File: src/rtl/portsrc.sv
// portsrc: serialises one {addr, payload} request onto a router input port
// as address bits, padding, then payload bits (stallable), followed by a gap.
`default_nettype none

module portsrc #(
  parameter int PAD_CYCLES = 5
) (
  input  logic        clock,
  input  logic        reset_n,
  input  logic        vld,
  input  logic [3:0]  addr,
  input  logic [31:0] payload,
  input  logic        stall,
  output logic        rdy,
  output logic        frame_n,
  output logic        valid_n,
  output logic        di
);

  typedef enum logic [2:0] {
    IDLE = 3'd0,
    ADDR = 3'd1,
    PAD  = 3'd2,
    DATA = 3'd3,
    GAP  = 3'd4
  } state_t;

  localparam logic [5:0] PAD_LAST = 6'(PAD_CYCLES - 1);

  state_t      state, state_nx;
  logic [5:0]  cnt, cnt_nx;
  logic [3:0]  addr_q;
  logic [31:0] data_q;
  logic        frame_nx, valid_nx, di_nx;
  logic        load;
  logic [1:0]  addr_idx;
  logic [5:0]  bit_idx;

  assign rdy = (state == IDLE) && reset_n;

  always_comb begin
    state_nx = state;
    cnt_nx   = cnt;
    frame_nx = frame_n;
    valid_nx = valid_n;
    di_nx    = di;
    load     = 1'b0;
    addr_idx = cnt[1:0] + 2'd1;
    // In DATA, cnt is the index of the next payload bit to send.
    bit_idx  = (state == DATA) ? cnt : 6'd0;

    case (state)
      IDLE: begin
        frame_nx = 1'b1;
        valid_nx = 1'b1;
        di_nx    = 1'b0;
        if (vld) begin
          load     = 1'b1;
          state_nx = ADDR;
          cnt_nx   = 6'd0;
          frame_nx = 1'b0;
          di_nx    = addr[0];
        end
      end
      ADDR: begin
        frame_nx = 1'b0;
        valid_nx = 1'b1;
        if (cnt == 6'd3) begin
          state_nx = PAD;
          cnt_nx   = 6'd0;
          di_nx    = 1'b1;
        end else begin
          cnt_nx = cnt + 6'd1;
          di_nx  = addr_q[addr_idx];
        end
      end
      PAD, DATA: begin
        if (state == PAD && cnt != PAD_LAST) begin
          cnt_nx = cnt + 6'd1;
          di_nx  = 1'b1;
        end else if (state == DATA && cnt == 6'd32) begin
          // bit 31 was on the wire; a stall sampled now is irrelevant
          state_nx = GAP;
          cnt_nx   = 6'd0;
          frame_nx = 1'b1;
          valid_nx = 1'b1;
          di_nx    = 1'b0;
        end else begin
          state_nx = DATA;
          frame_nx = 1'b0;
          if (stall) begin
            valid_nx = 1'b1;
            cnt_nx   = bit_idx;
          end else begin
            valid_nx = 1'b0;
            di_nx    = data_q[bit_idx[4:0]];
            frame_nx = (bit_idx == 6'd31);
            cnt_nx   = bit_idx + 6'd1;
          end
        end
      end
      GAP: begin
        state_nx = IDLE;
        frame_nx = 1'b1;
        valid_nx = 1'b1;
        di_nx    = 1'b0;
      end
      default: begin
        state_nx = IDLE;
        cnt_nx   = 6'd0;
        frame_nx = 1'b1;
        valid_nx = 1'b1;
        di_nx    = 1'b0;
      end
    endcase
  end

  always_ff @(posedge clock) begin
    if (!reset_n) begin
      state   <= IDLE;
      cnt     <= 6'd0;
      frame_n <= 1'b1;
      valid_n <= 1'b1;
      di      <= 1'b0;
      addr_q  <= 4'd0;
      data_q  <= 32'd0;
    end else begin
      state   <= state_nx;
      cnt     <= cnt_nx;
      frame_n <= frame_nx;
      valid_n <= valid_nx;
      di      <= di_nx;
      if (load) begin
        addr_q <= addr;
        data_q <= payload;
      end
    end
  end

endmodule

`default_nettype wire

File: config.mk
export PLATFORM = sky130hd
export DESIGN_NAME = portsrc
export DESIGN_NICKNAME = d
export VERILOG_FILES = /design/src/rtl/portsrc.sv
export SDC_FILE = /design/constraint.sdc
export NUM_CORES = 1
export LEC_CHECK = 0
export CAP_MARGIN = 20
export CORE_ASPECT_RATIO = 1.75
export CORE_UTILIZATION = 53
export CTS_CLUSTER_SIZE = 40
export DETAILED_ROUTE_END_ITERATION = 8
export GPL_TIMING_DRIVEN = 0
export PLACE_DENSITY = 0.91
export SLEW_MARGIN = 0
export SYNTH_ARGS = -nofsm -noshare
export SYNTH_HDL_FRONTEND = slang
export SYNTH_SLANG_ARGS = --single-unit
File: constraint.sdc
create_clock -name clock -period 2.5 [get_ports clock]
set_input_delay 0.375 -clock clock [delete_from_list [all_inputs] [get_ports clock]]
set_output_delay 0.375 -clock clock [all_outputs]
set_load 0.01 [all_outputs]
Word level (Yosys, flattened, before mapping)
Index checks and enable logic that the tools add are counted.
W data, S select, Z words.
{"block": "op_classes", "addsub": 3, "multipliers": 0, "div": 0, "magnitude_cmp": 2, "eq_ne": 12, "shift": 0, "muxes": 31, "bitwise_logic": 1, "n_reduce_logical": 8}
{"cell": "$mux W6", "count": 6}
{"cell": "$pmux W6 S4", "count": 1}
{"cell": "$mux W1", "count": 15}
{"cell": "$add A6 B1 Y6 const B", "count": 2}
{"cell": "$mux W3", "count": 4}
{"cell": "$pmux W3 S3", "count": 1}
{"cell": "$eq A3 B2 Y1 const B", "count": 2}
{"cell": "$eq A6 B2 Y1 const B", "count": 1}
{"cell": "$eq A6 B5 Y1 const B", "count": 1}
{"cell": "$eq A6 B6 Y1 const B", "count": 1}
{"cell": "$lt A5 B6 Y1 const B", "count": 1}
{"cell": "$ne A2 B2 Y1 const B", "count": 3}
{"cell": "$ne A6 B3 Y1 const B", "count": 1}
{"cell": "$pmux W1 S3", "count": 2}
{"cell": "$bmux W1 S5", "count": 1}
{"cell": "$ne A4 B4 Y1 const B", "count": 1}
{"cell": "$reduce_and A2 Y1", "count": 2}
{"cell": "$eq A3 B1 Y1 const B", "count": 1}
{"cell": "$eq A3 B3 Y1 const B", "count": 1}
{"cell": "$logic_and A1 B1 Y1", "count": 3}
{"cell": "$logic_not A3 Y1", "count": 1}
{"cell": "$lt A2 B3 Y1 const B", "count": 1}
{"cell": "$reduce_and A3 Y1", "count": 1}
{"cell": "$add A2 B1 Y2 const B", "count": 1}
{"cell": "other kinds (3)", "count": 3}
{"block": "word_totals", "reg_bits": 48, "latch_bits": 0, "ramBits": 0, "mem_bits_ro": 0, "input_bits": 40, "n_memories": 0}

Depth between registers and ports, before layout
Gate-level depths: netlist (run 1).
{"block": "depth", "ltp_word": 8, "depth_mapped": 11}

Worst setup path after synthesis (run 1)
Ideal clock, no wire load.
{"block": "synth_timing", "path_type": "register -> register", "from": "register cnt[0]", "to": "register cnt[2]", "arrival_time_ns": 2.222, "setup_slack_ns": 0.191, "stages_incl_launch_ff": 11, "n_path_buf": 2, "synth_period_minus_slack_ns": 2.309, "cell_sequence": "dfxtp_1 > clkbuf_1 > clkbuf_1 > nand2_1 > inv_1 > ha_1 > nor2b_1 > xnor2_1 > o311a_1 > or4b_1 > o31ai_1"}
{"block": "synth_between", "elab_chain_len": 6}
{"element": "from (decl)", "line_no": "31", "source": "logic [5:0] cnt, cnt_nx;"}
{"element": "from (signal assigned)", "line_no": "129", "source": "cnt <= cnt_nx;"}
{"element": "$mux W6", "line_no": "50", "source": "bit_idx = (state == DATA) ? cnt : 6'd0;"}
{"element": "$add A6 B1 Y6", "line_no": "98", "source": "cnt_nx = bit_idx + 6'd1;"}
{"element": "$mux W6", "line_no": "91", "source": "if (stall) begin"}
{"element": "$mux W6", "line_no": "81", "source": "end else if (state == DATA && cnt == 6'd32) begin"}
{"element": "$mux W6", "line_no": "78", "source": "if (state == PAD && cnt != PAD_LAST) begin"}
{"element": "$pmux W6 S4 (*)", "line_no": "52", "source": "case (state)"}
Mark *: on every way between the ends. The rest lies on a longest branch, timed or not.
A chain may end at the register's enable or synchronous reset.

Worst setup path in the final report (run 1)
{"block": "layout_timing", "from": "register state[0]", "to": "register cnt[2]"}
{"block": "layout_between", "elab_chain_len": 7}
{"element": "from (decl)", "line_no": "30", "source": "state_t state, state_nx;"}
{"element": "from (signal assigned)", "line_no": "128", "source": "state <= state_nx;"}
{"element": "$eq A3 B2 Y1", "line_no": "50, 52, 81"}
{"element": "$mux W6", "line_no": "50"}
{"element": "$add A6 B1 Y6", "line_no": "98"}
{"element": "$mux W6", "line_no": "91"}
{"element": "$mux W6", "line_no": "81"}
{"element": "$mux W6", "line_no": "78"}
{"element": "$pmux W6 S4", "line_no": "52"}
Parallel ways exist; a longest one is shown, timed or not.

==> results of run 1 <==
-- power groups by stage --
stage / logic, mW / clock network, mW / registers, mW
CTS: 0.269 / 0.498 / 0.830
floorplan: 0.152 / 0 / 0.840
global route: 0.294 / 0.530 / 0.837
detailed placement: 0.266 / 0 / 0.848
global placement: 0.262 / 0 / 0.847
finish: 0.268 / 0.495 / 0.833
-- per-layer routing --
metal	wire length [um]	GRT usage (%)	up-vias
met2	3740	49.9	124
met1	2640	34.7	1270
li1	-	-	1302
met5	0	0	-
met3	476	5.15	30
met4	338	17.7	0
-- flip-flops by register name, indices dropped and copies added, names as in the netlist --
signal	flops
addr_q	4
cnt	6
data_q	32
di	1
frame_n	1
state	3
valid_n	1
-- per-stage QoR --
step / worst slack (ns) / std cells
final: 0.109 / 442
after CTS: 0.0376 / 443
after global placement: -0.137 / 435
after detailed placement: -0.152 / 435
after floorplan: 0.191 / 340
after global routing: 0.00365 / 442
-- synthesized netlist by cell type, types with 2 or more instances --
cell and count:
and3b_1 2, o21a_1 4, buf_2 5, o311a_1 2, a21o_1 3, nand3_1 9, inv_1 8, o21ai_1 3
a31oi_1 4, or2_1 2, clkbuf_1 13, a211oi_1 9, o21ai_2 2, a2111oi_0 6, o41ai_1 3, a21oi_1 49
nor4_1 4, nand2_1 89, nor2_1 10, o21ai_0 4, mux2i_1 3, o31a_1 2, nand2b_1 2, o221ai_1 2
buf_4 4, buf_6 3, nor3b_1 2, ha_1 3, o31ai_1 2, dfxtp_1 48, nor3_1 7, nor2b_1 5
o221a_1 2
-- path summary, 6_finish.rpt --
path	start	to	slack, ns	cells past startpoint
worst max-delay path	state[0]$_SDFFE_PN0P_	cnt[2]$_SDFFE_PN0P_	0.11	11
worst min-delay path	valid_n$_SDFFE_PN1N_	valid_n$_SDFFE_PN1N_	0.45	2
worst max register to register	state[0]$_SDFFE_PN0P_	cnt[2]$_SDFFE_PN0P_	0.11	11
worst min register to register	valid_n$_SDFFE_PN1N_	valid_n$_SDFFE_PN1N_	0.45	2
-- cell families after synthesis --
kind of cell	count (synthesis)	share of synthesized area, %
simple gates	140	24.9
compound gates	108	27.2
flops	48	37.0
buf+inv	35	6.75
mux	4	2.03
fa+ha+maj	3	1.45
xor+xnor	2	0.675
-- final cells by class --
class | instances | area [um2] | area share, %
repair buffers | 43 | 430 | 13.5
flip-flops and latches | 48 | 962 | 30.1
multi-input cells | 257 | 1470 | 45.9
clock buffers | 6 | 82.6 | 2.58
plain buffers | 25 | 141 | 4.42
well taps | 52 | 65.1 | 2.04
inverters | 9 | 33.8 | 1.06
clock inverters | 2 | 15.0 | 0.470
-- worst max-delay path: stages (launching register included) --
cell     delay [ns]
dfxtp_1        0.30
buf_4          0.16
and3b_1        0.20
buf_6          0.14
nand2_1        0.11
inv_1          0.05
ha_1           0.17
nor2b_2        0.17
xnor2_1        0.13
o311a_1        0.30
or4b_1         0.50
o31ai_1        0.08
-- what timing repair did --
action,4_1_cts,5_1_grt
setup buffers,0,0
setup endpoints to repair,1,2
gates resized for setup,2,3
==> results by group, run 1 <==
Logic synthesis
  • Post-Syn Area: 2590 um2
  • Post-synth EDFFs: 0
  • Leading register cell type out of synthesis: dfxtp_1
  • Post-Syn Nets: 383
  • Fraction of registers with async set/reset: 0%
  • Post-synth top area share: a little under two fifths
  • Ys Warns: 0
  • Cells after Synth: 340
  • Synth area leader: dfxtp_1
  • Distinct cells, synth: 57
  • Synthesized flop and latch total: 48
  • Sequential area share after synthesis: 37.0%
  • Most area-consuming cells after synthesis: dfxtp_1 (37%), nand2_1 (13%), a21oi_1 (9.5%)
  • Syn_area_per_cell: 7.63 um2

Pwr
  • Static leakage: 1.13 nW
  • Clock power frac: 31.0%
  • Overall power: between 1.5 and 2 mW
  • Net switching power: 438 uW
  • Sequential Power Share: 52.2%
  • Switching Fraction: a little over a quarter
  • Logic pwr share: 16.8%
  • PD cells: 499 nW/um2
  • Int Pwr: ~1.2 mW
  • Maximum vdd drop: 0.000469 V

Setup path
  • Endpoint type of the worst setup path: flop
  • Startpoint type of the worst setup path: flop
  • Worst Path Required: 2.73 ns
  • CP Max Fanout: 10
  • Worst Path Arrival: 2.62 ns
  • CP Class: reg -> reg

Finish
  • Commonest non-fill, non-tap cell in the layout: nand2_1
  • Most frequent cells in the layout: nand2_1 (89), a21oi_1 (49), dfxtp_1 (47)
  • Nets@finish: ~430
  • # fillers: between 300 and 400
  • Inserted Diodes: 0
  • Share of cells above drive strength 1: 8.21%
  • Synthesis-to-finish area growth: 23.2%
  • Fin util: 67.9%
  • Design area: 3200 um2

CTS
  • H-tree depth: 2
  • Root buf cell: clkbuf_8
  • Max Root-Sink Buffers: 2
  • Post-CTS Hold Fix Bufs: 0
  • Clk sinks: 48
  • Total CTS buffers: 5
  • Clock latency on the worst-skew pair: 0.31 ns
  • Clock tree from TritonCTS: built
  • Reg clk slew, reported paths: 0.10 ns

Timing
  • Final number of setup-violating endpoints: 0
  • Achievable frequency: 0.418 GHz
  • Period minus WS final: 2.39 ns
  • Worst-margin pin slew: 0.696 ns
  • Slew headroom: 53.3%
  • TNS Setup: 0 ns
  • Max-slew violations: 0
  • Skew final: 0.00716 ns
  • Endpoints failing hold: 0
  • RSZ-0062 raised after global routing: no
  • Final period util: between 90% and 100%
  • Hold WS: 0.449 ns

Routing
  • Detailed Route WL: 7.20 mm
  • 1st-pass router iterations: 5
  • Post-route DRC: 0
  • Drt first-iter violations: ~150
  • Vias per inst: 6.17
  • Vias: about 2,700
  • WL/cell: 16.3 um
  • ANT nets after route: 0

Placed design
  • Dpl cell area: 3090 um2
  • Buffers on Ports: 43
  • Final GP Congestion: 0.941
  • HPWL after DPL: roughly 5.4 mm

Global route
  • Number of global-route vias before repair: approximately 2,500
  • Antenna violations before repair: 0
  • Global-route wire length before repair: 11.3 mm
  • GRT Total Usage: slightly above 30%
  • Pin count of the biggest net entering global routing: 16
  • GRT overflow: 0

Die
  • Die ar.: 5190 um2
  • Initial core utilization: 55.1%
  • Num rows: 33
  • Core area: 4710 um2
  • Ports: 44
  • Die X: 54.9 um
  • Die Ht: 94.6 um

Status
  • Status: finished clean

Flow run
  • Max-capacitance violation count: 0

Worst hold path
  • HP Class: reg -> reg
Note: power is estimated with default switching activity, not from simulation.
==> run 2, diff against run 1 <==
Settings changed: SKIP_LAST_GASP set to 1.
==> results of run 2 <==
Final layout, timing and power as in run 1 (identical DEF).
